## config.mk

```make
export PLATFORM = sky130hd
export DESIGN_NAME = iob_cache_write_buffer_ctrl
export DESIGN_NICKNAME = d
export VERILOG_FILES = /design/src/rtl/iob_cache_write_buffer_ctrl_pkg.sv /design/src/rtl/iob_cache_wbuf_mem.sv /design/src/rtl/iob_cache_write_buffer_ctrl.sv
export SDC_FILE = /design/constraint.sdc
export NUM_CORES = 1
export LEC_CHECK = 0
export BUFFER_PORTS_ARGS = -buffer_cell sky130_fd_sc_hd__buf_2
export CAP_MARGIN = 20
export CORE_MARGIN = 2
export CORE_UTILIZATION = 52
export CTS_CLUSTER_SIZE = 40
export DETAILED_ROUTE_END_ITERATION = 6
export PLACE_DENSITY = 0.72
export SYNTH_ARGS = -nofsm -noshare
export SYNTH_HDL_FRONTEND = slang
export SYNTH_HIERARCHICAL = 1
export SYNTH_SLANG_ARGS = --single-unit
```

## constraint.sdc

```tcl
create_clock -name clk_i -period 6.9 [get_ports clk_i]
set_clock_uncertainty 0.2 [all_clocks]
set_input_delay 1.38 -clock clk_i [delete_from_list [all_inputs] [get_ports clk_i]]
set_output_delay 1.38 -clock clk_i [all_outputs]
set_load 0.03 [all_outputs]
```

## src/rtl/iob_cache_write_buffer_ctrl_pkg.sv

```systemverilog
// Shared types, default sizes and entry-layout helpers for the cache write buffer.
package iob_cache_write_buffer_ctrl_pkg;

    localparam int WBUF_FE_ADDR_W = 32;
    localparam int WBUF_FE_DATA_W = 32;
    localparam int WBUF_DEPTH_W   = 2;

    // state        | meaning
    // WBUF_EMPTY   | level == 0, nothing to drain, no hazards possible
    // WBUF_PARTIAL | 0 < level < 2**DEPTH_W, push and pop both allowed
    // WBUF_FULL    | level == 2**DEPTH_W, pushes refused until a pop retires
    typedef enum logic [1:0] {
        WBUF_EMPTY   = 2'd0,
        WBUF_PARTIAL = 2'd1,
        WBUF_FULL    = 2'd2
    } wbuf_state_t;

    function automatic int wbuf_nbytes(input int data_w);
        return data_w / 8;
    endfunction

    function automatic int wbuf_word_addr_w(input int addr_w, input int data_w);
        return addr_w - $clog2(data_w / 8);
    endfunction

    // Entry layout, MSB to LSB: {word addr, wdata, wstrb}
    function automatic int wbuf_entry_w(input int addr_w, input int data_w);
        return wbuf_word_addr_w(addr_w, data_w) + data_w + wbuf_nbytes(data_w);
    endfunction

endpackage

```

## src/rtl/iob_cache_wbuf_mem.sv

```systemverilog
// Write-buffer storage: register array with one synchronous write port, one
// asynchronous read port, per-entry occupancy bits and all stored addresses.
module iob_cache_wbuf_mem
    import iob_cache_write_buffer_ctrl_pkg::*;
#(
    parameter int ADDR_W  = 30,
    parameter int DATA_W  = 32,
    parameter int NBYTES  = 4,
    parameter int DEPTH_W = 2
) (
    input  logic                              clk_i,
    input  logic                              rst_i,
    input  logic                              we_i,
    input  logic [DEPTH_W-1:0]                waddr_i,
    input  logic [ADDR_W+DATA_W+NBYTES-1:0]   wentry_i,
    input  logic                              clr_i,
    input  logic [DEPTH_W-1:0]                clr_idx_i,
    input  logic [DEPTH_W-1:0]                raddr_i,
    output logic [ADDR_W+DATA_W+NBYTES-1:0]   rentry_o,
    output logic [(2**DEPTH_W)-1:0]           valid_o,
    output logic [(2**DEPTH_W)-1:0][ADDR_W-1:0] addr_o
);

    localparam int DEPTH   = 2 ** DEPTH_W;
    localparam int ENTRY_W = ADDR_W + DATA_W + NBYTES;

    logic [ENTRY_W-1:0] mem_q [DEPTH];
    logic [DEPTH-1:0]   valid_q;
    logic [DEPTH-1:0]   valid_d;

    // Storage is never reset; occupancy bits alone decide what is live.
    always_ff @(posedge clk_i) begin
        if (we_i) begin
            mem_q[waddr_i] <= wentry_i;
        end
    end

    // Occupancy: cleared on the popped slot, set on the pushed slot.
    always_comb begin
        valid_d = valid_q;
        if (clr_i) begin
            valid_d[clr_idx_i] = 1'b0;
        end
        if (we_i) begin
            valid_d[waddr_i] = 1'b1;
        end
    end

    // Occupancy register with synchronous clear.
    always_ff @(posedge clk_i) begin
        if (rst_i) begin
            valid_q <= '0;
        end else begin
            valid_q <= valid_d;
        end
    end

    // Head read and address fan-out for the hazard compare.
    always_comb begin
        rentry_o = mem_q[raddr_i];
        for (int i = 0; i < DEPTH; i++) begin
            addr_o[i] = mem_q[i][ENTRY_W-1 -: ADDR_W];
        end
    end

    assign valid_o = valid_q;

endmodule

```

## src/rtl/iob_cache_write_buffer_ctrl.sv

```systemverilog
// Write-through buffer between cache front-end and AXI write back-end:
// in-order FIFO with first-word fall-through head and pending-address hazard check.
module iob_cache_write_buffer_ctrl
    import iob_cache_write_buffer_ctrl_pkg::*;
#(
    parameter int FE_ADDR_W = WBUF_FE_ADDR_W,
    parameter int FE_DATA_W = WBUF_FE_DATA_W,
    parameter int DEPTH_W   = WBUF_DEPTH_W
) (
    input  logic                                   clk_i,
    input  logic                                   rst_i,
    input  logic                                   push_valid_i,
    input  logic [FE_ADDR_W-$clog2(FE_DATA_W/8)-1:0] push_addr_i,
    input  logic [FE_DATA_W-1:0]                   push_wdata_i,
    input  logic [FE_DATA_W/8-1:0]                 push_wstrb_i,
    output logic                                   push_ready_o,
    output logic                                   write_valid_o,
    output logic [FE_ADDR_W-$clog2(FE_DATA_W/8)-1:0] write_addr_o,
    output logic [FE_DATA_W-1:0]                   write_wdata_o,
    output logic [FE_DATA_W/8-1:0]                 write_wstrb_o,
    input  logic                                   write_ready_i,
    input  logic [FE_ADDR_W-$clog2(FE_DATA_W/8)-1:0] chk_addr_i,
    output logic                                   chk_hit_o,
    output logic                                   empty_o,
    output logic                                   full_o,
    output logic [DEPTH_W:0]                       level_o
);

    localparam int FE_NBYTES = wbuf_nbytes(FE_DATA_W);
    localparam int AW        = wbuf_word_addr_w(FE_ADDR_W, FE_DATA_W);
    localparam int ENTRY_W   = wbuf_entry_w(FE_ADDR_W, FE_DATA_W);
    localparam int DEPTH     = 2 ** DEPTH_W;
    localparam int LVL_W     = DEPTH_W + 1;
    localparam logic [LVL_W-1:0] LVL_FULL = LVL_W'(DEPTH);

    logic [DEPTH_W-1:0] rd_ptr_q, rd_ptr_d;
    logic [DEPTH_W-1:0] wr_ptr_q, wr_ptr_d;
    logic [LVL_W-1:0]   level_q, level_d;
    wbuf_state_t        state;

    logic               push_fire;
    logic               pop_fire;
    logic [ENTRY_W-1:0] head_entry;
    logic [DEPTH-1:0]   occ;
    logic [DEPTH-1:0][AW-1:0] slot_addr;

    iob_cache_wbuf_mem #(
        .ADDR_W  (AW),
        .DATA_W  (FE_DATA_W),
        .NBYTES  (FE_NBYTES),
        .DEPTH_W (DEPTH_W)
    ) u_mem (
        .clk_i     (clk_i),
        .rst_i     (rst_i),
        .we_i      (push_fire && !rst_i),
        .waddr_i   (wr_ptr_q),
        .wentry_i  ({push_addr_i, push_wdata_i, push_wstrb_i}),
        .clr_i     (pop_fire && !rst_i),
        .clr_idx_i (rd_ptr_q),
        .raddr_i   (rd_ptr_q),
        .rentry_o  (head_entry),
        .valid_o   (occ),
        .addr_o    (slot_addr)
    );

    // Occupancy state decoded from the level counter; drives the handshakes.
    always_comb begin
        state = WBUF_PARTIAL;
        if (level_q == '0) begin
            state = WBUF_EMPTY;
        end else if (level_q == LVL_FULL) begin
            state = WBUF_FULL;
        end
    end

    assign empty_o       = (state == WBUF_EMPTY);
    assign full_o        = (state == WBUF_FULL);
    assign push_ready_o  = !full_o;
    assign write_valid_o = !empty_o;
    assign level_o       = level_q;
    assign push_fire     = push_valid_i && push_ready_o;
    assign pop_fire      = write_valid_o && write_ready_i;

    assign write_addr_o  = head_entry[ENTRY_W-1 -: AW];
    assign write_wdata_o = head_entry[FE_NBYTES +: FE_DATA_W];
    assign write_wstrb_o = head_entry[FE_NBYTES-1:0];

    // Next pointers and level from the push/pop handshakes.
    always_comb begin
        rd_ptr_d = rd_ptr_q;
        wr_ptr_d = wr_ptr_q;
        level_d  = level_q;
        if (push_fire) begin
            wr_ptr_d = wr_ptr_q + 1'b1;
        end
        if (pop_fire) begin
            rd_ptr_d = rd_ptr_q + 1'b1;
        end
        case ({push_fire, pop_fire})
            2'b10:   level_d = level_q + 1'b1;
            2'b01:   level_d = level_q - 1'b1;
            default: level_d = level_q;
        endcase
    end

    // Pointer and level registers; reset discards everything pending.
    always_ff @(posedge clk_i) begin
        if (rst_i) begin
            rd_ptr_q <= '0;
            wr_ptr_q <= '0;
            level_q  <= '0;
        end else begin
            rd_ptr_q <= rd_ptr_d;
            wr_ptr_q <= wr_ptr_d;
            level_q  <= level_d;
        end
    end

    // Hazard: any live entry holding the checked word address.
    always_comb begin
        chk_hit_o = 1'b0;
        for (int i = 0; i < DEPTH; i++) begin
            if (occ[i] && (slot_addr[i] == chk_addr_i)) begin
                chk_hit_o = 1'b1;
            end
        end
    end

endmodule

```

==> results.py, run 1 <==
metrics = {
    "status": {
        "status": "finished, final reports clean",
    },
    "die": {
        "die_h_um": 158,
        "num_rows": 56,
        "io_pins": 174,
        "coreArea_um2": 23300,
        "start_util_pct": 52.7,
        "die-area_um2": 24900,
        "die_width_um": 158,
    },
    "global_route": {
        "antenna_found_initial": 10,
        "grt_max_degree": 72,
        "grt_usage_pct": 20.2,
        "grt_pass1_vias": 6361,
        "grt_pass1_wl_um": 37000,
        "grt_overflow": 0,
    },
    "timing": {
        "worst_slew_margin_rel_pct": 25.8,
        "rsz0062_at_grt": "false",
        "tns_ns": 0,
        "hold_ws_ns": 0.322,
        "fin_crit_sh_pct": 65.6,
        "maxSlewViolCount": 0,
        "tightest_slew_ns": 1.11,
        "final_hold_viol_count": 0,
        "fmax_ghz": 0.221,
        "setup_viol": 0,
        "fin_crit_ns": 4.52,
    },
    "clock_network": {
        "cts_tree": "done",
        "cts.sinks": 275,
        "clk_pin_slew_ns": 0.06,
        "cts_buffers": 29,
        "post_cts_buffers": 0,
        "ctsHoldBuffers": 0,
        "htree_num_levels": 1,
        "clock_latency_ns": 0.53,
        "cts-resized-gates": 0,
        "cts_buffer_depth": 3,
        "ctsRootBufferMaster": "clkbuf_16",
    },
    "min_path": {
        "min_path_cells": 2,
        "hold_path_class": "flip-flop to flip-flop",
        "hp-start": "u_mem/valid_o[1]$_SDFF_PP0_",
        "worstHoldEndpoint": "u_mem/valid_o[1]$_SDFF_PP0_",
    },
    "route": {
        "route.detailed.drc": 0,
        "post_drt_wl_per_cell_um": 22.4,
        "drtIter0Drc": 398,
        "viasPerCell": 5.41,
        "ant_nets": 0,
        "vias": 5995,
        "first_pass_iters": 5,
        "totalWireLength_um": 24800,
    },
    "final_layout": {
        "mostFrequentLayoutCell": "edfxtp_1",
        "syn2layout_area_growth_pct": 9.79,
        "fillers": 1818,
        "fin_cells": 1109,
        "final_cell_mix": "edfxtp_1 (264), buf_2 (173), xnor2_1 (77), mux4_2 (66), xor2_1 (49)",
        "drive_gt1_share_pct": 37.2,
        "final_util_pct": 57.9,
        "num-nets-final": 863,
    },
    "critical_path": {
        "critical-path-top-delay-family": "flip-flops",
        "path_class": "flip-flop to primary output",
        "cpPeakStageDelay_ns": 1.01,
        "setup.worst_path.end_class": "primary output",
        "critPathLaunchType": "flip-flop",
        "r2r_cells": 7,
        "cp.arrival_ns": 2.94,
        "cp.required_ns": 5.32,
        "r2r-end": "u_mem/mem_q[2][41]$_DFFE_PP_",
        "r2r-start": "level_o[0]$_SDFFE_PP0P_",
        "critPathBufInv": 2,
        "path_max_fanout": 49,
        "cp-startpoint": "rd_ptr_q[0]$_SDFFE_PP0N_",
        "slowest_stage": "dfxtp_4",
        "worst-r2r-setup-slack_ns": 3.80,
        "path_cells": "buf_4 > mux4_2 > buf_2",
    },
    "yosys": {
        "synthesis.nets": 795,
        "yosysUniqueCellTypes": 32,
        "async_flop_share_pct": 0,
        "netlist_instances": 693,
        "yosysWarnings": 6,
        "yosys_register_bits": 275,
        "synth_edf_count": 264,
        "synth-main-ff-cell": "edfxtp_1",
        "syn_area_um2": 12300,
        "synth_area_per_cell_um2": 17.8,
        "ys_seq_area_share_pct": 66.2,
    },
    "place": {
        "gp_congestion": 0.908,
        "hpwl_um": 16500,
        "port_buffers": 173,
        "dp_cells": 1049,
    },
    "power_and_ir_drop": {
        "leakagePower_nw": 4.48,
        "total_power_w": 0.00469,
        "vdd_ir_drop_max_mv": 0.241,
        "powerDensity_nw_per_um2": 347,
    },
    "job": {
        "drv_cap": 0,
    },
}
[worst max path at each step]
stage	endpoint	cells after the start
after floorplan	u_mem/mem_q[1][0]$_DFFE_PP_	4
after global placement	chk_hit_o	7
after detailed placement	chk_hit_o	7
after CTS	write_wdata_o[10]	3
after global routing	write_wdata_o[10]	3
final	write_wdata_o[10]	3
[worst min-delay path, cell delays in order, from the launching register on]
cell and delay, ns:
dfxtp_1 0.32, nand2b_1 0.08, o32ai_1 0.07
[flip-flops by register name (all words and copies together), names as in the netlist]
name	cells
u_mem/valid_o	4
level_o	3
u_mem/mem_q	264
wr_ptr_q	2
rd_ptr_q	2
[layer usage]
metal | wire, µm | vias up | global-route usage [%] | part of all wire [%]
met2 | 12000 | 235 | 33.1 | 48
met3 | 2370 | 53 | 6.19 | 9.6
li1 | - | 2686 | - | -
met5 | 56 | - | 0 | 0.23
met4 | 629 | 8 | 6.36 | 2.5
met1 | 9790 | 3013 | 26.2 | 39
[synth_stat cells (all sizes together) (2+ instances only)]
library cell,count,area (µm²)
edfxtp,264,7930
buf,133,1010
xnor2,77,674
mux4,66,1490
xor2,49,429
nand4,25,156
nor4,16,100
dfxtp,11,220
nor2,10,37.5
clkbuf,7,31.3
inv,6,22.5
nand2,4,17.5
nand2b,3,18.8
nand3,3,15.0
a21oi,2,10.0
and3b,2,17.5
nor2b,2,12.5
nor3b,2,15.0
o32ai,2,17.5
or3,2,17.5
[layout make-up]
class / count / area, µm² / share of cell area, %
flip-flops and latches: 275 / 8160 / 60.4
inverters: 6 / 22.5 / 0.167
clock buffers: 34 / 744 / 5.51
multi-input cells: 272 / 3130 / 23.1
diodes: 7 / 17.5 / 0.130
well taps: 319 / 399 / 2.95
clock inverters: 19 / 149 / 1.10
repair buffers: 177 / 896 / 6.63
[where the power goes]
part	switching (W)	total, W	internal (W)
combinational	0.000683	0.00115	0.000470
clock	0.000603	0.00145	0.000843
sequential	0.000148	0.00209	0.00194
total	0.00143	0.00469	0.00326
[through the flow]
step	cell area, µm²	setup WS (ns)
after floorplan	12300	1.64
after global placement	12600	2.47
after detailed placement	12600	2.51
after CTS	13500	2.24
after global routing	13500	2.11
final	13500	2.38
[kinds of logic (layout without fill, tap and decap cells)]
group | Yosys count | in the layout | synth area share (%)
xor+xnor | 126 | 126 | 8.97
simple gates | 71 | 71 | 3.44
fa+ha+maj | 2 | 2 | 0.264
mux | 66 | 66 | 12.1
buf+inv | 146 | 236 | 8.63
other cells | 0 | 7 | 0
flops | 275 | 275 | 66.2
compound gates | 7 | 7 | 0.407
No activity file was read; power rests on OpenSTA's default activity.
==> run 2: changes to the inputs <==
==> constraint.sdc (replaced) <==
create_clock -name clk_i -period 3.65 [get_ports clk_i]
set_clock_uncertainty 0.2 [all_clocks]
set_input_delay 0.73 -clock clk_i [delete_from_list [all_inputs] [get_ports clk_i]]
set_output_delay 0.73 -clock clk_i [all_outputs]
set_load 0.03 [all_outputs]
==> run 2 against run 1 <==
Against the previous run: cell area grew 1.1%; highest routed layer unchanged; count of clock-buffer cells in the layout grew 4; largest cell class unchanged; sequential power is 82% higher.
==> results.py, run 2 (synthesis gave the netlist of run 1 again) <==
metrics = {
    "status": {
        "status": "finished, final reports clean",
    },
    "critical_path": {
        "slowest_stage": "xnor2_1",
        "critPathLaunchType": "flip-flop",
        "path_max_fanout": 2,
        "cpMostUsedCell": "nand4_1",
        "path_cells": "xnor2_1 > nand4_1 > nor4_1 > nand4_1 > nand4_1 > buf_2",
        "path_class": "flip-flop to primary output",
        "cp.arrival_ns": 2.33,
        "cp.required_ns": 2.72,
        "setup.worst_path.end_class": "primary output",
        "cpPeakStageDelay_ns": 0.44,
    },
    "global_route": {
        "grt_use_met2_pct": 32.9,
        "busiest_layer": "met2",
        "grt_max_degree": 68,
        "use_met3_pct": 5.94,
        "met1_usage_pct": 27.0,
        "grt_pass1_wl_um": 37400,
        "grt_pass1_vias": 6320,
        "grt_usage_pct": 20.4,
        "antenna_found_initial": 9,
        "grt_overflow": 0,
    },
    "clock_network": {
        "ctsRootBufferMaster": "clkbuf_16",
        "clock_latency_ns": 0.54,
        "cts-resized-gates": 0,
        "cts.sinks": 275,
        "clk_pin_slew_ns": 0.06,
        "ctsHoldBuffers": 0,
        "htree_num_levels": 1,
        "post_cts_buffers": 0,
        "cts_tree": "done",
        "cts_buffer_depth": 3,
        "cts_buffers": 29,
    },
    "final_layout": {
        "drive_gt1_share_pct": 38.0,
        "fillers": 1754,
        "mostFrequentLayoutCell": "edfxtp_1",
        "num-nets-final": 871,
        "syn2layout_area_growth_pct": 11.0,
        "largest_reg_flops": 264,
        "regMostFlops": "u_mem/mem_q",
        "final_cell_mix": "edfxtp_1 (264), buf_2 (173), xnor2_1 (77), mux4_2 (66), xor2_1 (49)",
        "fin_cells": 1110,
    },
    "power_and_ir_drop": {
        "vdd_ir_drop_max_mv": 0.514,
        "leakagePower_nw": 4.56,
        "powerDensity_nw_per_um2": 660,
    },
    "job": {
        "drv_cap": 0,
    },
    "die": {
        "die_width_um": 158,
        "die-area_um2": 24900,
        "io_pins": 174,
        "coreArea_um2": 23300,
        "num_rows": 56,
        "die_h_um": 158,
        "start_util_pct": 52.7,
    },
    "timing": {
        "fmax_ghz": 0.307,
        "worst_slew_margin_rel_pct": 66.1,
        "setup_viol": 0,
        "fin_crit_ns": 3.26,
        "fin_crit_sh_pct": 89.3,
        "final_hold_viol_count": 0,
        "tightest_slew_ns": 0.504,
        "maxSlewViolCount": 0,
        "tns_ns": 0,
        "rsz0062_at_grt": "false",
    },
    "route": {
        "viasPerCell": 5.51,
        "vias": 6120,
        "drtIter0Drc": 373,
        "ant_nets": 0,
        "totalWireLength_um": 25400,
        "first_pass_iters": 4,
        "post_drt_wl_per_cell_um": 22.9,
        "route.detailed.drc": 0,
    },
    "place": {
        "port_buffers": 173,
        "gp_congestion": 0.965,
        "dp_cells": 1057,
        "hpwl_um": 17200,
    },
    "min_path": {
        "hold_path_class": "primary input to flip-flop",
    },
}
## run 2: cell types whose count changed in the layout (fill, tap and decap cells not counted), sizes merged
cell	before	now
clkinv	13	7
clkbuf	34	38
diode	7	5
inv	8	7
clkinvlp	2	0
buf	177	185
## run 2: power by group
part / internal (W) / total [W] / switching (W)
Clock: 0.00166 / 0.00279 / 0.00113
Combinational: 0.000945 / 0.00242 / 0.00147
Sequential: 0.00367 / 0.00380 / 0.000133
## run 2: cell type report
type                            instances  area (µm²)  share of cell area, %
Clock inverter                         10         109                  0.797
Sequential cell                       275        8150                   59.7
Timing Repair Buffer                  185        1030                   7.55
Inverter                                6        22.5                  0.165
Antenna cell                            5        12.5                 0.0916
Tap cell                              319         399                   2.92
Clock buffer                           38         800                   5.86
Multi-Input combinational cell        272        3130                   22.9
## run 2: worst paths after layout
path / depth (start not counted) / start / slack, ns / to
max: 6 / u_mem/mem_q[3][37]$_DFFE_PP_ / 0.39 / chk_hit_o
min: 1 / push_wdata_i[30] / 0.18 / u_mem/mem_q[1][34]$_DFFE_PP_
max reg2reg: 9 / level_o[0]$_SDFFE_PP0P_ / 1.37 / level_o[2]$_SDFFE_PP0P_
min reg2reg: 2 / u_mem/valid_o[0]$_SDFF_PP0_ / 0.28 / u_mem/valid_o[0]$_SDFF_PP0_
## run 2: per-stage QoR
stage / total power (W) / util [%] / worst slack [ns] / hold WS (ns) / instance area (µm²)
after global routing: 0.00936 / 58.5 / 0.339 / 0.172 / 13600
final: 0.00901 / 58.5 / 0.391 / 0.185 / 13700
after detailed placement: 0.00631 / 54.6 / 0.534 / 0.266 / 12700
after global placement: 0.00627 / 54.6 / 0.483 / 0.270 / 12700
after floorplan: 0.00568 / - / 0.0247 / 0.243 / 12300
after CTS: 0.00910 / 58.5 / 0.423 / 0.164 / 13600
## run 2: per-layer routing
metal / vias up / routed length (µm)
met1: 3144 / 10200
met3: 48 / 2140
met4: 8 / 693
met2: 224 / 12300
li1: 2696 / -
met5: - / 52
## run 2: critical path: cells and delay by family, from the launching register on
kind                      cells  cell delay, ns
and+or+nand+nor               4            0.71
xor gates and xnor gates      1            0.44
buffers and inverters         1            0.22
DFF                           1            0.41
==> run 3: changes to the inputs <==
--- a/config.mk
+++ b/config.mk
@@ -12,6 +12,7 @@
 export CTS_CLUSTER_SIZE = 40
 export DETAILED_ROUTE_END_ITERATION = 6
 export PLACE_DENSITY = 0.72
+export RECOVER_POWER = 50
 export SYNTH_ARGS = -nofsm -noshare
 export SYNTH_HDL_FRONTEND = slang
 export SYNTH_HIERARCHICAL = 1
==> run 3 against run 2 <==
Against the previous run: the flow now finishes with violations (max-capacitance violations, max-slew violations); total power down 0.44%; die area unchanged; routed wire length grew 0.34%; cell area shrank 1.2%; first-iteration DRC count decreased by 4.0%; count of clock-buffer cells in the layout is the same; register-to-register slack worse by 0.78 ns; global-route usage stayed put; non-clock buffer count stayed put; critical path depth unchanged; sequential share of layout area increased by 0.71 points; critical endpoint unchanged; highest routed layer unchanged.
==> results.py, run 3 (synthesis gave the netlist of run 1 again) <==
metrics = {
    "place": {
        "hpwl_um": 17200,
        "placed_area_um2": 12700,
        "dp_cells": 1057,
        "gp_congestion": 0.965,
        "port_buffers": 173,
    },
    "critical_path": {
        "r2r_cells": 7,
        "r2r-start": "level_o[0]$_SDFFE_PP0P_",
        "critPathLaunchType": "flip-flop",
        "path_class": "flip-flop to primary output",
        "worst-r2r-setup-slack_ns": 0.59,
        "cp.arrival_ns": 2.31,
        "cp.required_ns": 2.72,
        "r2r-end": "u_mem/mem_q[1][18]$_DFFE_PP_",
        "path_max_fanout": 2,
        "setup.worst_path.end_class": "primary output",
    },
    "final_layout": {
        "drive_gt1_share_pct": 28.4,
        "final_util_pct": 57.8,
        "fin_cells": 1111,
        "fin_area_um2": 13500,
        "regMostFlops": "u_mem/mem_q",
        "final_cell_mix": "edfxtp_1 (264), buf_2 (104), xnor2_1 (77), clkbuf_1 (76), mux4_2 (66)",
        "syn2layout_area_growth_pct": 9.65,
        "largest_reg_flops": 264,
        "mostFrequentLayoutCell": "edfxtp_1",
        "num-nets-final": 871,
        "fillers": 1798,
    },
    "timing": {
        "rsz0062_at_grt": "false",
        "setup_viol": 0,
        "tightest_slew_ns": 1.55,
        "fin_crit_ns": 3.24,
        "fmax_ghz": 0.308,
        "worst_slew_margin_rel_pct": -3.36,
        "tns_ns": 0,
        "maxSlewViolCount": 52,
        "hold_ws_ns": 0.229,
        "fin_crit_sh_pct": 88.8,
        "final_hold_viol_count": 0,
    },
    "die": {
        "num_rows": 56,
        "io_pins": 174,
        "die_width_um": 158,
        "coreArea_um2": 23300,
        "start_util_pct": 52.7,
        "die-area_um2": 24900,
        "die_h_um": 158,
    },
    "power_and_ir_drop": {
        "vdd_ir_drop_max_mv": 0.514,
        "p_clk_share_pct": 31.1,
        "p_sw_share_pct": 30.4,
        "leakagePower_nw": 4.34,
        "combPwrFrac_pct": 26.5,
        "powerDensity_nw_per_um2": 665,
        "p_int_w": 0.00625,
        "seqPwrFrac_pct": 42.4,
        "p_sw_w": 0.00273,
    },
    "min_path": {
        "hp-start": "push_wdata_i[5]",
        "min_path_cells": 1,
        "hold_path_class": "primary input to flip-flop",
        "worstHoldEndpoint": "u_mem/mem_q[0][9]$_DFFE_PP_",
    },
    "status": {
        "status": "finished, violations left",
        "violations": "max-capacitance violations, max-slew violations",
    },
    "route": {
        "routed.top_layer": "met5",
        "m1WireLength_um": 10200,
        "post_drt_wl_per_cell_um": 22.9,
        "wl_met3_um": 2190,
        "vias": 6158,
        "viasPerCell": 5.54,
        "totalWireLength_um": 25500,
        "drtIter0Drc": 358,
        "first_pass_iters": 4,
        "wl_met2_um": 12300,
        "ant_nets": 0,
        "route.detailed.drc": 0,
    },
    "global_route": {
        "grt_max_degree": 68,
        "antenna_found_initial": 9,
        "grt_pass1_vias": 6320,
        "grt_overflow": 0,
        "grt_pass1_wl_um": 37400,
        "grt_usage_pct": 20.4,
    },
    "clock_network": {
        "cts.sinks": 275,
        "cts-resized-gates": 0,
        "ctsRootBufferMaster": "clkbuf_16",
        "post_cts_buffers": 0,
        "clk_pin_slew_ns": 0.06,
        "ctsHoldBuffers": 0,
        "htree_num_levels": 1,
        "cts_buffers": 29,
        "cts_tree": "done",
        "cts_buffer_depth": 3,
        "clock_latency_ns": 0.54,
    },
    "job": {
        "drv_cap": 1,
    },
}
## run 3: how the worst max path moves through the flow
stage,from,end,slack [ns]
2_1_floorplan,level_o[0]$_SDFFE_PP0P_,u_mem/mem_q[1][0]$_DFFE_PP_,0.02
3_3_place_gp,chk_addr_i[1],chk_hit_o,0.48
3_5_place_dp,chk_addr_i[1],chk_hit_o,0.53
4_1_cts,u_mem/mem_q[3][37]$_DFFE_PP_,chk_hit_o,0.42
5_1_grt,level_o[0]$_SDFFE_PP0P_,u_mem/mem_q[1][18]$_DFFE_PP_,0.29
6_report,u_mem/mem_q[3][37]$_DFFE_PP_,chk_hit_o,0.41
## run 3: worst max-delay path, cell delays in order, from the launching register on
cell and delay [ns]:
edfxtp_1 0.41, xnor2_1 0.42, nand4_1 0.17, nor4_1 0.29
nand4_1 0.11, nand4_1 0.14, buf_2 0.22
## run 3: power by group through the flow
| stage | clock (W) | sequential (W) | combinational (W) |
|---|---|---|---|
| after floorplan | 0 | 0.00383 | 0.00185 |
| after global placement | 0 | 0.00386 | 0.00241 |
| after detailed placement | 0 | 0.00387 | 0.00244 |
| after CTS | 0.00284 | 0.00381 | 0.00246 |
| after global routing | 0.00297 | 0.00382 | 0.00253 |
| final | 0.00279 | 0.00380 | 0.00238 |
## run 3: cell type report
type	count	area [µm²]	area share (%)
diodes	6	15.0	0.111
clock buffers	38	800	5.93
clock inverters	10	109	0.807
inverters	6	22.5	0.167
multi-input cells	272	3100	23.0
flip-flops and latches	275	8150	60.4
well taps	319	399	2.96
repair buffers	185	895	6.63
## run 3: metrics by stage
step	worst slack, ns	total power, W
finish	0.408	0.00897
global route	0.290	0.00932
CTS	0.423	0.00910
detailed placement	0.534	0.00631
global placement	0.483	0.00627
floorplan	0.0247	0.00568
## run 3: metal layers
metal  up-vias  global-route usage, %
li1       2697                      -
met1      3156                   27.0
met2       247                   32.9
met3        50                   5.94
met4         8                   6.10
met5         -                      0
